File: src/rtl/vga_timing_gen_if.sv
// Raster-timing bundle fanned out from vga_timing_gen to renderers and the colour mux.
// frame_count is present only when VGA_FRAME_COUNT_EN is defined.
interface vga_timing_gen_if;
    logic [9:0] DrawX;
    logic [9:0] DrawY;
    logic       blank;
    logic       hsync;
    logic       vsync;
    logic       line_start;
    logic       frame_start;
`ifdef VGA_FRAME_COUNT_EN
    logic [15:0] frame_count;

    modport master (
        output DrawX, DrawY, blank, hsync, vsync, line_start, frame_start, frame_count
    );
    modport slave (
        input DrawX, DrawY, blank, hsync, vsync, line_start, frame_start, frame_count
    );
`else
    modport master (
        output DrawX, DrawY, blank, hsync, vsync, line_start, frame_start
    );
    modport slave (
        input DrawX, DrawY, blank, hsync, vsync, line_start, frame_start
    );
`endif
endinterface

File: src/rtl/vga_timing_gen.sv
// Raster scan generator: pixel/line counters, blank, line/frame strobes and delayed syncs.
// Optional frame counter enabled by defining VGA_FRAME_COUNT_EN.
module vga_timing_gen #(
    parameter int   H_VISIBLE   = 640,
    parameter int   H_FP        = 16,
    parameter int   H_SYNC      = 96,
    parameter int   H_BP        = 48,
    parameter int   V_VISIBLE   = 480,
    parameter int   V_FP        = 10,
    parameter int   V_SYNC      = 2,
    parameter int   V_BP        = 33,
    parameter logic SYNC_ACTIVE = 1'b0,
    parameter int   SYNC_DELAY  = 2
) (
    input logic              vga_clk,
    input logic              reset,
    vga_timing_gen_if.master vga
);

    localparam int H_TOTAL = H_VISIBLE + H_FP + H_SYNC + H_BP;
    localparam int V_TOTAL = V_VISIBLE + V_FP + V_SYNC + V_BP;

    localparam logic [9:0] H_LAST       = 10'(H_TOTAL - 1);
    localparam logic [9:0] V_LAST       = 10'(V_TOTAL - 1);
    localparam logic [9:0] H_VIS        = 10'(H_VISIBLE);
    localparam logic [9:0] V_VIS        = 10'(V_VISIBLE);
    localparam logic [9:0] H_SYNC_START = 10'(H_VISIBLE + H_FP);
    localparam logic [9:0] H_SYNC_END   = 10'(H_VISIBLE + H_FP + H_SYNC);
    localparam logic [9:0] V_SYNC_START = 10'(V_VISIBLE + V_FP);
    localparam logic [9:0] V_SYNC_END   = 10'(V_VISIBLE + V_FP + V_SYNC);

    logic [9:0] hc_q, hc_d;
    logic [9:0] vc_q, vc_d;
    logic       hsync_raw;
    logic       vsync_raw;

    always_comb begin
        hc_d = hc_q + 10'd1;
        vc_d = vc_q;
        if (hc_q == H_LAST) begin
            hc_d = 10'd0;
            vc_d = (vc_q == V_LAST) ? 10'd0 : vc_q + 10'd1;
        end
    end

    always_ff @(posedge vga_clk) begin
        if (reset) begin
            hc_q <= 10'd0;
            vc_q <= 10'd0;
        end else begin
            hc_q <= hc_d;
            vc_q <= vc_d;
        end
    end

    // Sync as seen at the counters; the delay line below realigns it with registered RGB.
    always_comb begin
        hsync_raw = ~SYNC_ACTIVE;
        vsync_raw = ~SYNC_ACTIVE;
        if (hc_q >= H_SYNC_START && hc_q < H_SYNC_END) begin
            hsync_raw = SYNC_ACTIVE;
        end
        if (vc_q >= V_SYNC_START && vc_q < V_SYNC_END) begin
            vsync_raw = SYNC_ACTIVE;
        end
    end

    assign vga.DrawX       = hc_q;
    assign vga.DrawY       = vc_q;
    assign vga.blank       = (hc_q < H_VIS) && (vc_q < V_VIS);
    assign vga.line_start  = (hc_q == 10'd0);
    assign vga.frame_start = (hc_q == 10'd0) && (vc_q == 10'd0);

    generate
        if (SYNC_DELAY == 0) begin : g_no_delay
            assign vga.hsync = hsync_raw;
            assign vga.vsync = vsync_raw;
        end else begin : g_delay
            logic [SYNC_DELAY-1:0] hs_pipe_q, hs_pipe_d;
            logic [SYNC_DELAY-1:0] vs_pipe_q, vs_pipe_d;

            always_comb begin
                hs_pipe_d    = hs_pipe_q;
                vs_pipe_d    = vs_pipe_q;
                hs_pipe_d[0] = hsync_raw;
                vs_pipe_d[0] = vsync_raw;
                for (int i = 1; i < SYNC_DELAY; i++) begin
                    hs_pipe_d[i] = hs_pipe_q[i-1];
                    vs_pipe_d[i] = vs_pipe_q[i-1];
                end
            end

            // Flushing every stage to idle means a reset can never leave a partial pulse in flight.
            always_ff @(posedge vga_clk) begin
                if (reset) begin
                    hs_pipe_q <= {SYNC_DELAY{~SYNC_ACTIVE}};
                    vs_pipe_q <= {SYNC_DELAY{~SYNC_ACTIVE}};
                end else begin
                    hs_pipe_q <= hs_pipe_d;
                    vs_pipe_q <= vs_pipe_d;
                end
            end

            assign vga.hsync = hs_pipe_q[SYNC_DELAY-1];
            assign vga.vsync = vs_pipe_q[SYNC_DELAY-1];
        end
    endgenerate

`ifdef VGA_FRAME_COUNT_EN
    logic [15:0] frame_count_q, frame_count_d;

    always_comb begin
        frame_count_d = frame_count_q;
        if (hc_q == H_LAST && vc_q == V_LAST) begin
            frame_count_d = frame_count_q + 16'd1;
        end
    end

    always_ff @(posedge vga_clk) begin
        if (reset) begin
            frame_count_q <= 16'd0;
        end else begin
            frame_count_q <= frame_count_d;
        end
    end

    assign vga.frame_count = frame_count_q;
`else
    // No frame counter in this build.
`endif

endmodule

File: src/flat_wrapper.sv
// flat-port wrapper written by rule: the top's interface ports become plain ports
module vga_timing_gen_flat 
#(
    parameter int   H_VISIBLE   = 640,
    parameter int   H_FP        = 16,
    parameter int   H_SYNC      = 96,
    parameter int   H_BP        = 48,
    parameter int   V_VISIBLE   = 480,
    parameter int   V_FP        = 10,
    parameter int   V_SYNC      = 2,
    parameter int   V_BP        = 33,
    parameter logic SYNC_ACTIVE = 1'b0,
    parameter int   SYNC_DELAY  = 2
)
  (vga_clk, reset, vga_DrawX, vga_DrawY, vga_blank, vga_hsync, vga_vsync, vga_line_start, vga_frame_start);
  vga_timing_gen_if vga_i ();
  input logic vga_clk;
  input logic reset;
  output wire logic [$bits(vga_i.DrawX)-1:0] vga_DrawX;
  output wire logic [$bits(vga_i.DrawY)-1:0] vga_DrawY;
  output wire logic [$bits(vga_i.blank)-1:0] vga_blank;
  output wire logic [$bits(vga_i.hsync)-1:0] vga_hsync;
  output wire logic [$bits(vga_i.vsync)-1:0] vga_vsync;
  output wire logic [$bits(vga_i.line_start)-1:0] vga_line_start;
  output wire logic [$bits(vga_i.frame_start)-1:0] vga_frame_start;
  assign vga_DrawX = vga_i.DrawX;
  assign vga_DrawY = vga_i.DrawY;
  assign vga_blank = vga_i.blank;
  assign vga_hsync = vga_i.hsync;
  assign vga_vsync = vga_i.vsync;
  assign vga_line_start = vga_i.line_start;
  assign vga_frame_start = vga_i.frame_start;
  vga_timing_gen #(.H_VISIBLE(H_VISIBLE), .H_FP(H_FP), .H_SYNC(H_SYNC), .H_BP(H_BP), .V_VISIBLE(V_VISIBLE), .V_FP(V_FP), .V_SYNC(V_SYNC), .V_BP(V_BP), .SYNC_ACTIVE(SYNC_ACTIVE), .SYNC_DELAY(SYNC_DELAY)) u_core (.vga_clk(vga_clk), .reset(reset), .vga(vga_i));
endmodule
File: config.mk
export PLATFORM = sky130hd
export DESIGN_NAME = vga_timing_gen_flat
export DESIGN_NICKNAME = d
export VERILOG_FILES = /design/src/rtl/vga_timing_gen_if.sv /design/src/rtl/vga_timing_gen.sv /design/src/flat_wrapper.sv
export SDC_FILE = /design/constraint.sdc
export NUM_CORES = 1
export LEC_CHECK = 0
export CAP_MARGIN = 20
export CELL_PAD_IN_SITES_DETAIL_PLACEMENT = 0
export CELL_PAD_IN_SITES_GLOBAL_PLACEMENT = 1
export CORE_MARGIN = 3
export CORE_UTILIZATION = 32
export DETAILED_ROUTE_END_ITERATION = 6
export PLACE_DENSITY_LB_ADDON = 0.1
export SLEW_MARGIN = 0
export SYNTH_ARGS = -nofsm -noshare
export SYNTH_HDL_FRONTEND = slang
export SYNTH_SLANG_ARGS = --single-unit
export TNS_END_PERCENT = 10
File: constraint.sdc
create_clock -name vga_clk -period 1.7 [get_ports vga_clk]
set_input_delay 0.255 -clock vga_clk [delete_from_list [all_inputs] [get_ports vga_clk]]
set_output_delay 0.255 -clock vga_clk [all_outputs]
set_load 0.01 [all_outputs]
# --- Word level (Yosys, flattened, before mapping) ---
# Index checks and enable logic that the tools add are counted.
# W data, S select, Z words.
op_classes:
  n_addsub: 2
  n_lt_le_gt_ge: 6
  n_eq_ne: 2
  muxes: 3
  reduce_logical: 7
op_table:
  columns: ["cell", "n"]
  rows:
  - ["$add A10 B1 Y10 const B", 2]
  - ["$eq A10 B10 Y1 const B", 2]
  - ["$logic_not A10 Y1", 2]
  - ["$lt A10 B10 Y1 const B", 2]
  - ["$lt A10 B9 Y1 const B", 2]
  - ["$ge A10 B10 Y1 const B", 1]
  - ["$ge A10 B9 Y1 const B", 1]
  - ["$mux W10", 1]
  - ["$logic_and A1 B1 Y1", 4]
  - ["$mux W1", 2]
  - ["$reduce_or A2 Y1", 1]
totals:
  register_bits: 24
  in_bits: 2
  output_inout_bits: 25
  word_cells: 24

# --- Logic depth before layout (Yosys ltp) ---
# Gate-level depths: netlist (run 1).
depth:
  depth_word: 3
  mapped_depth: 7
  depth_no_buf: 6

# --- Least setup slack after synthesis (run 1) ---
# Ideal clock, no wire load.
synth_path:
  path_type: "register to register"
  from: "register u_core.hc_q[5], in the netlist u_core.vga.DrawX[5]"
  to: "register u_core.vc_q[4], in the netlist u_core.vga.DrawY[4]"
  setup_time_ns: 0.070
  arrival_time_ns: 1.893
  required_time_ns: 1.630
  setup_slack_ns: -0.263
  stages_incl_launch_ff: 7
  path_buffers: 2
  period_less_slack_ns: 1.963
  cell_sequence: "dfxtp_1 > buf_6 > or3b_4 > or3_1 > buf_2 > or4_1 > a21oi_1"
synth_between:
  elab_chain_len: 1
synth_lines:
  columns: ["item", "line_no", "text"]
  rows:
  - ["start, declared", "vga_timing_gen.sv:32", "logic [9:0] hc_q, hc_d;"]
  - ["start signal, assigned", "vga_timing_gen.sv:48", "hc_q <= 10'd0;"]
  - ["start signal, assigned", "vga_timing_gen.sv:51", "hc_q <= hc_d;"]
  - ["$eq A10 B10 Y1", "vga_timing_gen.sv:40", "if (hc_q == H_LAST) begin"]
  - ["end signal, assigned", "vga_timing_gen.sv:52", "vc_q <= vc_d;"]
  - ["end, declared", "vga_timing_gen.sv:33", "logic [9:0] vc_q, vc_d;"]
# No other way between the ends.
# A chain may end at the register's enable or synchronous reset.

# --- Worst setup path in the final report (run 1) ---
layout_path:
  from: "register u_core.vc_q[0], in the netlist u_core.vga.DrawY[0]"
  to: "output port vga_frame_start"
layout_between:
  elab_chain_len: 2
layout_lines:
  columns: ["item", "line_no", "text"]
  rows:
  - ["$logic_not A10 Y1", "vga_timing_gen.sv:72", "assign vga.frame_start = (hc_q == 10'd0) && (vc_q == 10'd0);"]
  - ["$logic_and A1 B1 Y1", "vga_timing_gen.sv:72", null]
  - ["end, declared", "flat_wrapper.sv:25", "output wire logic [$bits(vga_i.frame_start)-1:0] vga_frame_start;"]
# No other way between the ends.

==> PnR_summary.wiki, run 1 <==
{| class="wikitable"
! Metric !! Value
|-
| Outcome || complete, but fails checks
|-
| Failing checks || negative setup slack
|-
| Wire length of the first global-routing pass || ~5400 µm
|-
| Setup CP Type || reg -> out
|-
| CTS hold repair buffers || 0
|-
| Average via count per standard cell || 4.98
|-
| Required @ worst endpoint || 1440 ps
|-
| Worst clock skew || between 2 and 3 ps
|-
| Placer's final routability congestion estimate || around 0.76
|-
| CTS tree || yes
|-
| Timing-limited maximum frequency || ~500 MHz
|-
| Worst slew margin relative to its limit || around 78%
|-
| Post-route total power || 0.973 mW
|-
| Family with the most delay on the worst path || simple AND/OR/NAND/NOR gates
|-
| Startpoint type of the worst setup path || flop
|-
| Arrival time worst endpoint || about 1700 ps
|-
| Cell taking the most area after synthesis || sky130_fd_sc_hd__dfxtp_1
|-
| Post-synthesis instance area || 1160 µm²
|-
| Count of state elements after synthesis || 24
|-
| Area added between synthesis and finish || 60.6%
|-
| DR pass1 iterations || 4
|-
| Switching power share of the total || ~22%
|-
| Slowest stage cell on the critical path || sky130_fd_sc_hd__or4b_4
|-
| Syn. warnings || 0
|-
| CTS clock-pin slew for the worst setup and hold paths || 130 ps
|-
| Max FO, Critical Path || 2
|-
| Pin count of the biggest net entering global routing || 14
|-
| Post-DP HPWL || about 2400 µm
|-
| CTS buffer count || 3
|-
| Kind of capture point of the worst setup path || output pin
|-
| Starting density of the core || 33.9%
|-
| Combinational power share || a little over a tenth
|-
| Internal power || between 0.7 and 0.8 mW
|-
| Max-cap violations || 0
|-
| Tightest Pin Transition || ~320 ps
|-
| Number of nets with antenna violations after detailed routing || 0
|-
| Number of nets produced by synthesis || 141
|-
| Longest individual stage delay on the worst path || 460 ps
|-
| GRT Max-Usage Layer || met2
|-
| Number of vias in the routed layout || 1196
|-
| Number of buffer and inverter instances along the worst setup path || 2
|-
| Post-Layout Cell Count || between 200 and 250
|-
| Power per standard cell area || around 520 nW/µm²
|-
| Final design area excluding fillers || about 1900 µm²
|-
| Source of the worst hold timing path || u_core.g_delay.hs_pipe_q[0]
|-
| DRC errors left || 0
|-
| Worst r2r dst || u_core.vga.DrawY[4]
|-
| Number of DRC markers after the initial detailed-route iteration || 74
|-
| DP Cell Count || 232
|-
| Class of the tightest hold or removal check || reg -> reg
|-
| Number of input and output port buffers inserted || 26
|-
| Insertion delay to the later sink of the worst-skew pair || approximately 310 ps
|-
| Min setup slack post-route || -296 ps
|-
| Final setup fails || 19
|-
| Top-area cell type share of the netlist area || roughly two fifths
|-
| Number of cells traversed by the worst hold path || 1
|-
| Clock tree buffer depth || 2
|-
| Floorplan die area || between 4000 and 5000 µm²
|-
| Synthesized instance count || roughly 140
|-
| Number of antenna violations at the first check in global routing || 0
|-
| Crit share post-route || 117%
|-
| Reg2reg path depth || 5
|-
| Top post-synthesis cells by area || sky130_fd_sc_hd__dfxtp_1 (41%), sky130_fd_sc_hd__nor2_1 (6.2%), sky130_fd_sc_hd__xnor2_1 (6.0%)
|-
| Final max-slew violation count || 0
|-
| Fraction of power consumed by sequential logic || around 59%
|-
| Net count, final || approximately 200
|-
| Met1 layer usage reported by global route || approximately 21%
|-
| Placed cell area || roughly 1700 µm²
|-
| Number of global-route vias before repair || between 1000 and 1500
|-
| Met3 capacity usage during global routing || under 10%
|-
| Final sum of negative setup slack || -1700 ps
|-
| Worst hold endpoint || u_core.g_delay.hs_pipe_q[1]
|-
| Fraction of the yosys area taken by sequential cells || 41.5%
|-
| Worst-case register-to-register setup slack || -220 ps
|-
| Hold Fails Final Rpt || 0
|-
| Die Ht || roughly 66 µm
|-
| Routed Wire Length || 3320 µm
|-
| CTS HTree Levels || 1
|-
| Aggregate global routing overflow || 0
|-
| Clock period minus final worst setup slack || ~2000 ps
|-
| Top-Level Pins || 27
|-
| Setup repair after global routing missed its margin || true
|-
| Global router's overall resource usage || 16.1%
|-
| Worst reg2reg startpoint || u_core.vga.DrawX[8]
|-
| Root Driver || sky130_fd_sc_hd__clkbuf_4
|-
| Horizontal extent of the die || between 60 and 70 µm
|-
| Clock share of power || 30.9%
|-
| Worst Setup Slack post-DPL || -579 ps
|-
| Wire length per cell || around 14 µm
|-
| Met2 demand-to-capacity share in global routing || around a quarter
|-
| Clock sink count || 24
|-
| Std cell rows || 21
|-
| Critical path cell sequence || inv_2 > ha_4 > or4b_4 > nor3_4 > and3_1 > buf_2
|-
| Mapped Avg Cell Area || around 8.6 µm²
|-
| Placeable Area || between 3000 and 4000 µm²
|-
| Lkg Pwr || between 0.7 and 0.8 nW
|-
| # diodes || 0
|-
| Fraction of final layout cells with drive strength greater than 1 || a little under two fifths
|-
| Power dissipated by switching net loads || roughly 0.22 mW
|-
| Number of distinct library cell variants in the gate-level netlist after synthesis || 31
|-
| Peak supply drop || about 0.00028 V
|}
sequential cells by signal (all words and copies together) (netlist names):
signal,cells
u_core.g_delay.vs_pipe_q,2
u_core.vga.DrawX,10
u_core.vga.DrawY,10
u_core.g_delay.hs_pipe_q,2
placed cells by master, fill, tap and decap left out, types with 4 or more instances in the layout:
cell type / instances
sky130_fd_sc_hd__o21ai_0: 4
sky130_fd_sc_hd__nand3_1: 5
sky130_fd_sc_hd__nand2_1: 6
sky130_fd_sc_hd__clkdlybuf4s50_1: 22
sky130_fd_sc_hd__dfxtp_2: 10
sky130_fd_sc_hd__a21oi_1: 4
sky130_fd_sc_hd__buf_4: 33
sky130_fd_sc_hd__nor2_1: 18
sky130_fd_sc_hd__xnor2_1: 8
sky130_fd_sc_hd__nand4_1: 7
sky130_fd_sc_hd__xor2_1: 4
sky130_fd_sc_hd__dfxtp_1: 13
sky130_fd_sc_hd__buf_6: 4
sky130_fd_sc_hd__inv_1: 5
sky130_fd_sc_hd__nor3_1: 4
sky130_fd_sc_hd__nand4b_1: 4
worst max path at each step:
| stage | startpoint | cells after the start | slack (ps) | endpoint |
|---|---|---|---|---|
| floorplan | u_core.vga.DrawX[6] | 6 | -170 | u_core.vga.DrawY[4] |
| global placement | u_core.vga.DrawY[0] | 6 | -530 | vga_frame_start |
| detailed placement | u_core.vga.DrawY[0] | 6 | -580 | vga_frame_start |
| CTS | u_core.vga.DrawY[1] | 6 | -330 | vga_frame_start |
| global route | u_core.vga.DrawY[0] | 6 | -370 | vga_frame_start |
| finish | u_core.vga.DrawY[0] | 6 | -300 | vga_frame_start |
synthesized netlist by cell type:
cell type,number
sky130_fd_sc_hd__dfxtp_1,24
sky130_fd_sc_hd__nor2_1,19
sky130_fd_sc_hd__xnor2_1,8
sky130_fd_sc_hd__inv_1,7
sky130_fd_sc_hd__nand4_1,7
sky130_fd_sc_hd__nand2_1,6
sky130_fd_sc_hd__nor3_1,6
sky130_fd_sc_hd__a21oi_1,5
sky130_fd_sc_hd__nand3_1,5
sky130_fd_sc_hd__nor4_1,5
sky130_fd_sc_hd__clkbuf_1,4
sky130_fd_sc_hd__ha_1,4
sky130_fd_sc_hd__nand4b_1,4
sky130_fd_sc_hd__o21ai_0,4
sky130_fd_sc_hd__xor2_1,4
sky130_fd_sc_hd__or3_1,3
sky130_fd_sc_hd__and3_1,2
sky130_fd_sc_hd__and4_1,2
sky130_fd_sc_hd__buf_2,2
sky130_fd_sc_hd__mux2i_1,2
sky130_fd_sc_hd__or2_2,2
sky130_fd_sc_hd__a31o_2,1
sky130_fd_sc_hd__and4b_1,1
sky130_fd_sc_hd__buf_6,1
sky130_fd_sc_hd__nand2b_1,1
sky130_fd_sc_hd__nor2b_1,1
sky130_fd_sc_hd__o31ai_1,1
sky130_fd_sc_hd__or2b_1,1
sky130_fd_sc_hd__or3b_4,1
sky130_fd_sc_hd__or4_1,1
sky130_fd_sc_hd__or4b_2,1
metrics by stage:
| step | hold slack [ps] | util, % |
|---|---|---|
| after floorplan | 389 | - |
| after global placement | 392 | 49.3 |
| after detailed placement | 397 | 49.3 |
| after CTS | 430 | 52.8 |
| after global routing | 450 | 54.5 |
| final | 425 | 54.5 |
routing by layer:
metal / vias up / part of all wire, %
met4: 0 / 1.1
met1: 581 / 47
met5: - / 0
li1: 590 / -
met3: 4 / 3.1
met2: 21 / 49
final cells by class:
type,count,area [µm²]
inverter,7,26.3
tap,46,57.6
timing repair buffer,62,532
multi-input combinational,97,712
sequential,24,497
clock buffer,4,36.3
fill,341,1560
repair_timing:
item,4_1_cts,5_1_grt
setup buffers,3,1
endpoints found under the setup margin,21,24
gates resized for setup,31,13
pin swaps,8,6
power by group through the flow:
stage / sequential (mW) / clock (mW) / combinational [mW]
CTS: 0.572 / 0.321 / 0.104
global placement: 0.584 / 0 / 0.100
finish: 0.570 / 0.301 / 0.102
floorplan: 0.592 / 0 / 0.0332
detailed placement: 0.584 / 0 / 0.0996
global route: 0.571 / 0.336 / 0.112
logic make-up after synthesis:
logic type                 after synthesis  synth area share (%)
xor gates and xnor gates                12                  9.07
DFF                                     24                  41.5
muxes                                    2                  1.73
adders and majority gates                4                  4.32
and+or+nand+nor                         68                  32.7
buffers and inverters                   14                  5.40
AOI/OAI and AO/OA                       11                  5.29
Note: power is estimated with default switching activity, not from simulation.
==> inputs of run 2 (changes only) <==
--- a/config.mk
+++ b/config.mk
@@ -5,7 +5,7 @@
 export SDC_FILE = /design/constraint.sdc
 export NUM_CORES = 1
 export LEC_CHECK = 0
-export CAP_MARGIN = 20
+export CAP_MARGIN = 0
 export CELL_PAD_IN_SITES_DETAIL_PLACEMENT = 0
 export CELL_PAD_IN_SITES_GLOBAL_PLACEMENT = 1
 export CORE_MARGIN = 3
==> results of run 2 <==
The final DEF is identical to that of run 1; final timing and power are the same.
==> inputs of run 3 (changes only) <==
--- a/config.mk
+++ b/config.mk
@@ -9,8 +9,9 @@
 export CELL_PAD_IN_SITES_DETAIL_PLACEMENT = 0
 export CELL_PAD_IN_SITES_GLOBAL_PLACEMENT = 1
 export CORE_MARGIN = 3
-export CORE_UTILIZATION = 32
+export CORE_UTILIZATION = 38
 export DETAILED_ROUTE_END_ITERATION = 6
+export GPL_TIMING_DRIVEN = 0
 export PLACE_DENSITY_LB_ADDON = 0.1
 export SLEW_MARGIN = 0
 export SYNTH_ARGS = -nofsm -noshare
==> constraint.sdc (replaced) <==
create_clock -name vga_clk -period 2.4 [get_ports vga_clk]
set_input_delay 0.36 -clock vga_clk [delete_from_list [all_inputs] [get_ports vga_clk]]
set_output_delay 0.36 -clock vga_clk [all_outputs]
set_load 0.01 [all_outputs]
==> run 3 against run 2 <==
Net effect:
- the run now ends clean
- core utilization fell by 0.068 points
- setup slack gained 440 ps
- die area down 14%
- non-clock buffer count is 30 lower
- sequential cell count did not move
- via count decreased by 11%
- register-to-register slack better by 470 ps
- largest cell class unchanged
- highest routed layer unchanged
==> PnR_summary.wiki, run 3 (same netlist as run 1, synthesis figures left out) <==
{| class="wikitable"
! Metric !! Value
|-
| Wire length per cell || 13.6 µm (-1.4%)
|-
| Commonest non-fill, non-tap cell in the layout || sky130_fd_sc_hd__clkdlybuf4s50_1
|-
| Required @ worst endpoint || 2040 ps (+600 ps)
|-
| Net count, final || 171 (-15%)
|-
| Setup CP Type || reg -> out
|-
| Number of antenna violations at the first check in global routing || 0 (unchanged)
|-
| Area added between synthesis and finish || 32.8%
|-
| Insertion delay to the later sink of the worst-skew pair || 310 ps (about the same)
|-
| Placer's final routability congestion estimate || 0.787 (+4.3%)
|-
| Clock sink count || 24 (unchanged)
|-
| Max FO, Critical Path || 5 (+3)
|-
| Floorplan die area || 3750 µm² (-14%)
|-
| Routed Wire Length || 2660 µm (-20%)
|-
| Root Driver || sky130_fd_sc_hd__clkbuf_4
|-
| Number of vias in the routed layout || 1060 (-11%)
|-
| Startpoint type of the worst setup path || flop
|-
| Die Ht || 61.2 µm (-7.5%)
|-
| Worst Setup Slack post-DPL || -43.0 ps (+536 ps)
|-
| DRC errors left || 0 (unchanged)
|-
| GRT Max-Usage Layer || met2
|-
| Std cell rows || 19 (-9.5%)
|-
| CTS HTree Levels || 1 (unchanged)
|-
| Final setup fails || 0 (-19)
|-
| Number of DRC markers after the initial detailed-route iteration || 37 (-50%)
|-
| Min setup slack post-route || 146 ps (+442 ps)
|-
| Top-Level Pins || 27 (unchanged)
|-
| Max-cap violations || 0 (unchanged)
|-
| Fraction of final layout cells with drive strength greater than 1 || 11.0% (-26 points)
|-
| CTS buffer count || 3 (unchanged)
|-
| Tightest Pin Transition || 599 ps (+278 ps)
|-
| Crit share post-route || between 90% and 100%
|-
| Met3 capacity usage during global routing || 2.94% (+0.21 points)
|-
| Power per standard cell area || 490 nW/µm² (-6.2%)
|-
| Starting density of the core || 41.0% (+7.0 points)
|-
| CTS tree || yes
|-
| Hold Fails Final Rpt || 0 (unchanged)
|-
| Average via count per standard cell || 5.44 (+9.1%)
|-
| Number of input and output port buffers inserted || 25 (-3.8%)
|-
| Most frequent cells in the layout || sky130_fd_sc_hd__clkdlybuf4s50_1 (23), sky130_fd_sc_hd__dfxtp_1 (22), sky130_fd_sc_hd__nor2_1 (18), sky130_fd_sc_hd__xnor2_1 (8)
|-
| Number of global-route vias before repair || 1021 (-13%)
|-
| Arrival time worst endpoint || 1890 ps (+150 ps)
|-
| DR pass1 iterations || 6 (+2)
|-
| Final design utilization || 54.4% (-0.068 points)
|-
| Worst clock skew || 1.06 ps (-1.61 ps)
|-
| Global router's overall resource usage || 16.6% (+0.53 points)
|-
| Pin count of the biggest net entering global routing || 15 (+1)
|-
| Met1 layer usage reported by global route || 23.9% (+2.4 points)
|-
| Fill cell count || 264 (-23%)
|-
| # diodes || 0 (unchanged)
|-
| Worst slew margin relative to its limit || 59.7% (-19 points)
|-
| CTS hold repair buffers || 0 (unchanged)
|-
| Placeable Area || 2830 µm² (-17%)
|-
| Number of nets with antenna violations after detailed routing || 0 (unchanged)
|-
| Clock period minus final worst setup slack || about 2300 ps
|-
| Lkg Pwr || 0.540 nW (-27%)
|-
| Class of the tightest hold or removal check || reg -> reg
|-
| Timing-limited maximum frequency || ~440 MHz
|-
| Aggregate global routing overflow || 0 (unchanged)
|-
| Final max-slew violation count || 0 (unchanged)
|-
| Setup repair after global routing missed its margin || true
|-
| Wire length of the first global-routing pass || 4700 µm (-13%)
|-
| CTS clock-pin slew for the worst setup and hold paths || 140 ps (about the same)
|-
| Post-route total power || 0.755 mW (-22%)
|-
| Horizontal extent of the die || 61.2 µm (-7.5%)
|-
| Met2 demand-to-capacity share in global routing || 25.2% (-0.80 points)
|-
| Clock tree buffer depth || 2 (unchanged)
|-
| Post-DP HPWL || 1910 µm (-19%)
|-
| Outcome || finished clean
|-
| Peak supply drop || 0.000249 V (-12%)
|-
| Kind of capture point of the worst setup path || output pin
|}
-- run 3: path summary, 6_finish.rpt --
kind	from	to	slack, ps	cells past startpoint
min reg2reg	u_core.g_delay.hs_pipe_q[0]	u_core.g_delay.hs_pipe_q[1]	430	1
max	u_core.vga.DrawY[0]	vga_frame_start	150	6
max reg2reg	u_core.vga.DrawX[8]	u_core.vga.DrawY[2]	250	5
min	u_core.g_delay.hs_pipe_q[0]	u_core.g_delay.hs_pipe_q[1]	430	1
-- run 3: worst max-delay path: stages (launching register included) --
cell and delay [ps]:
sky130_fd_sc_hd__dfxtp_2 370, sky130_fd_sc_hd__inv_1 90, sky130_fd_sc_hd__ha_1 150, sky130_fd_sc_hd__or4b_4 470, sky130_fd_sc_hd__nor3_4 130, sky130_fd_sc_hd__and3_1 160
sky130_fd_sc_hd__clkdlybuf4s15_2 220
-- run 3: per-stage QoR --
stage	cells	TNS, ps	hold slack [ps]	instance area (µm²)
global route	195	-8.68	443	1540
floorplan	135	0	389	1160
CTS	195	-39.7	421	1520
global placement	191	-35.9	390	1450
detailed placement	191	-43.0	397	1450
finish	195	0	428	1540
-- run 3: final cells by class --
type,instances,area (µm²),area share [%]
Sequential cell,24,483,31.4
Inverter,7,26.3,1.71
Timing Repair Buffer,25,254,16.5
Clock inverter,1,30.0,1.95
Buffer,7,36.3,2.36
Clock buffer,3,22.5,1.46
Tap cell,31,38.8,2.52
Multi-Input combinational cell,97,648,42.1
-- run 3: per-layer routing --
layer / vias up / routed length (µm)
met4: 0 / 7
met3: 2 / 120
li1: 533 / -
met2: 30 / 1220
met1: 495 / 1300
met5: - / 0
-- run 3: what timing repair did --
| action | 4_1_cts | 5_1_grt |
|---|---|---|
| resized for setup | 7 | 5 |
| endpoints found under the hold margin | 0 | 0 |
| pin swaps | 0 | 0 |
| buffers inserted | 0 | 0 |
| endpoints found under the setup margin | 2 | 2 |
-- run 3: power breakdown --
group | switching, mW | internal, mW | total, mW
Clock | 0.125 | 0.169 | 0.294
Sequential | 0.00653 | 0.403 | 0.409
Combinational | 0.0260 | 0.0258 | 0.0517
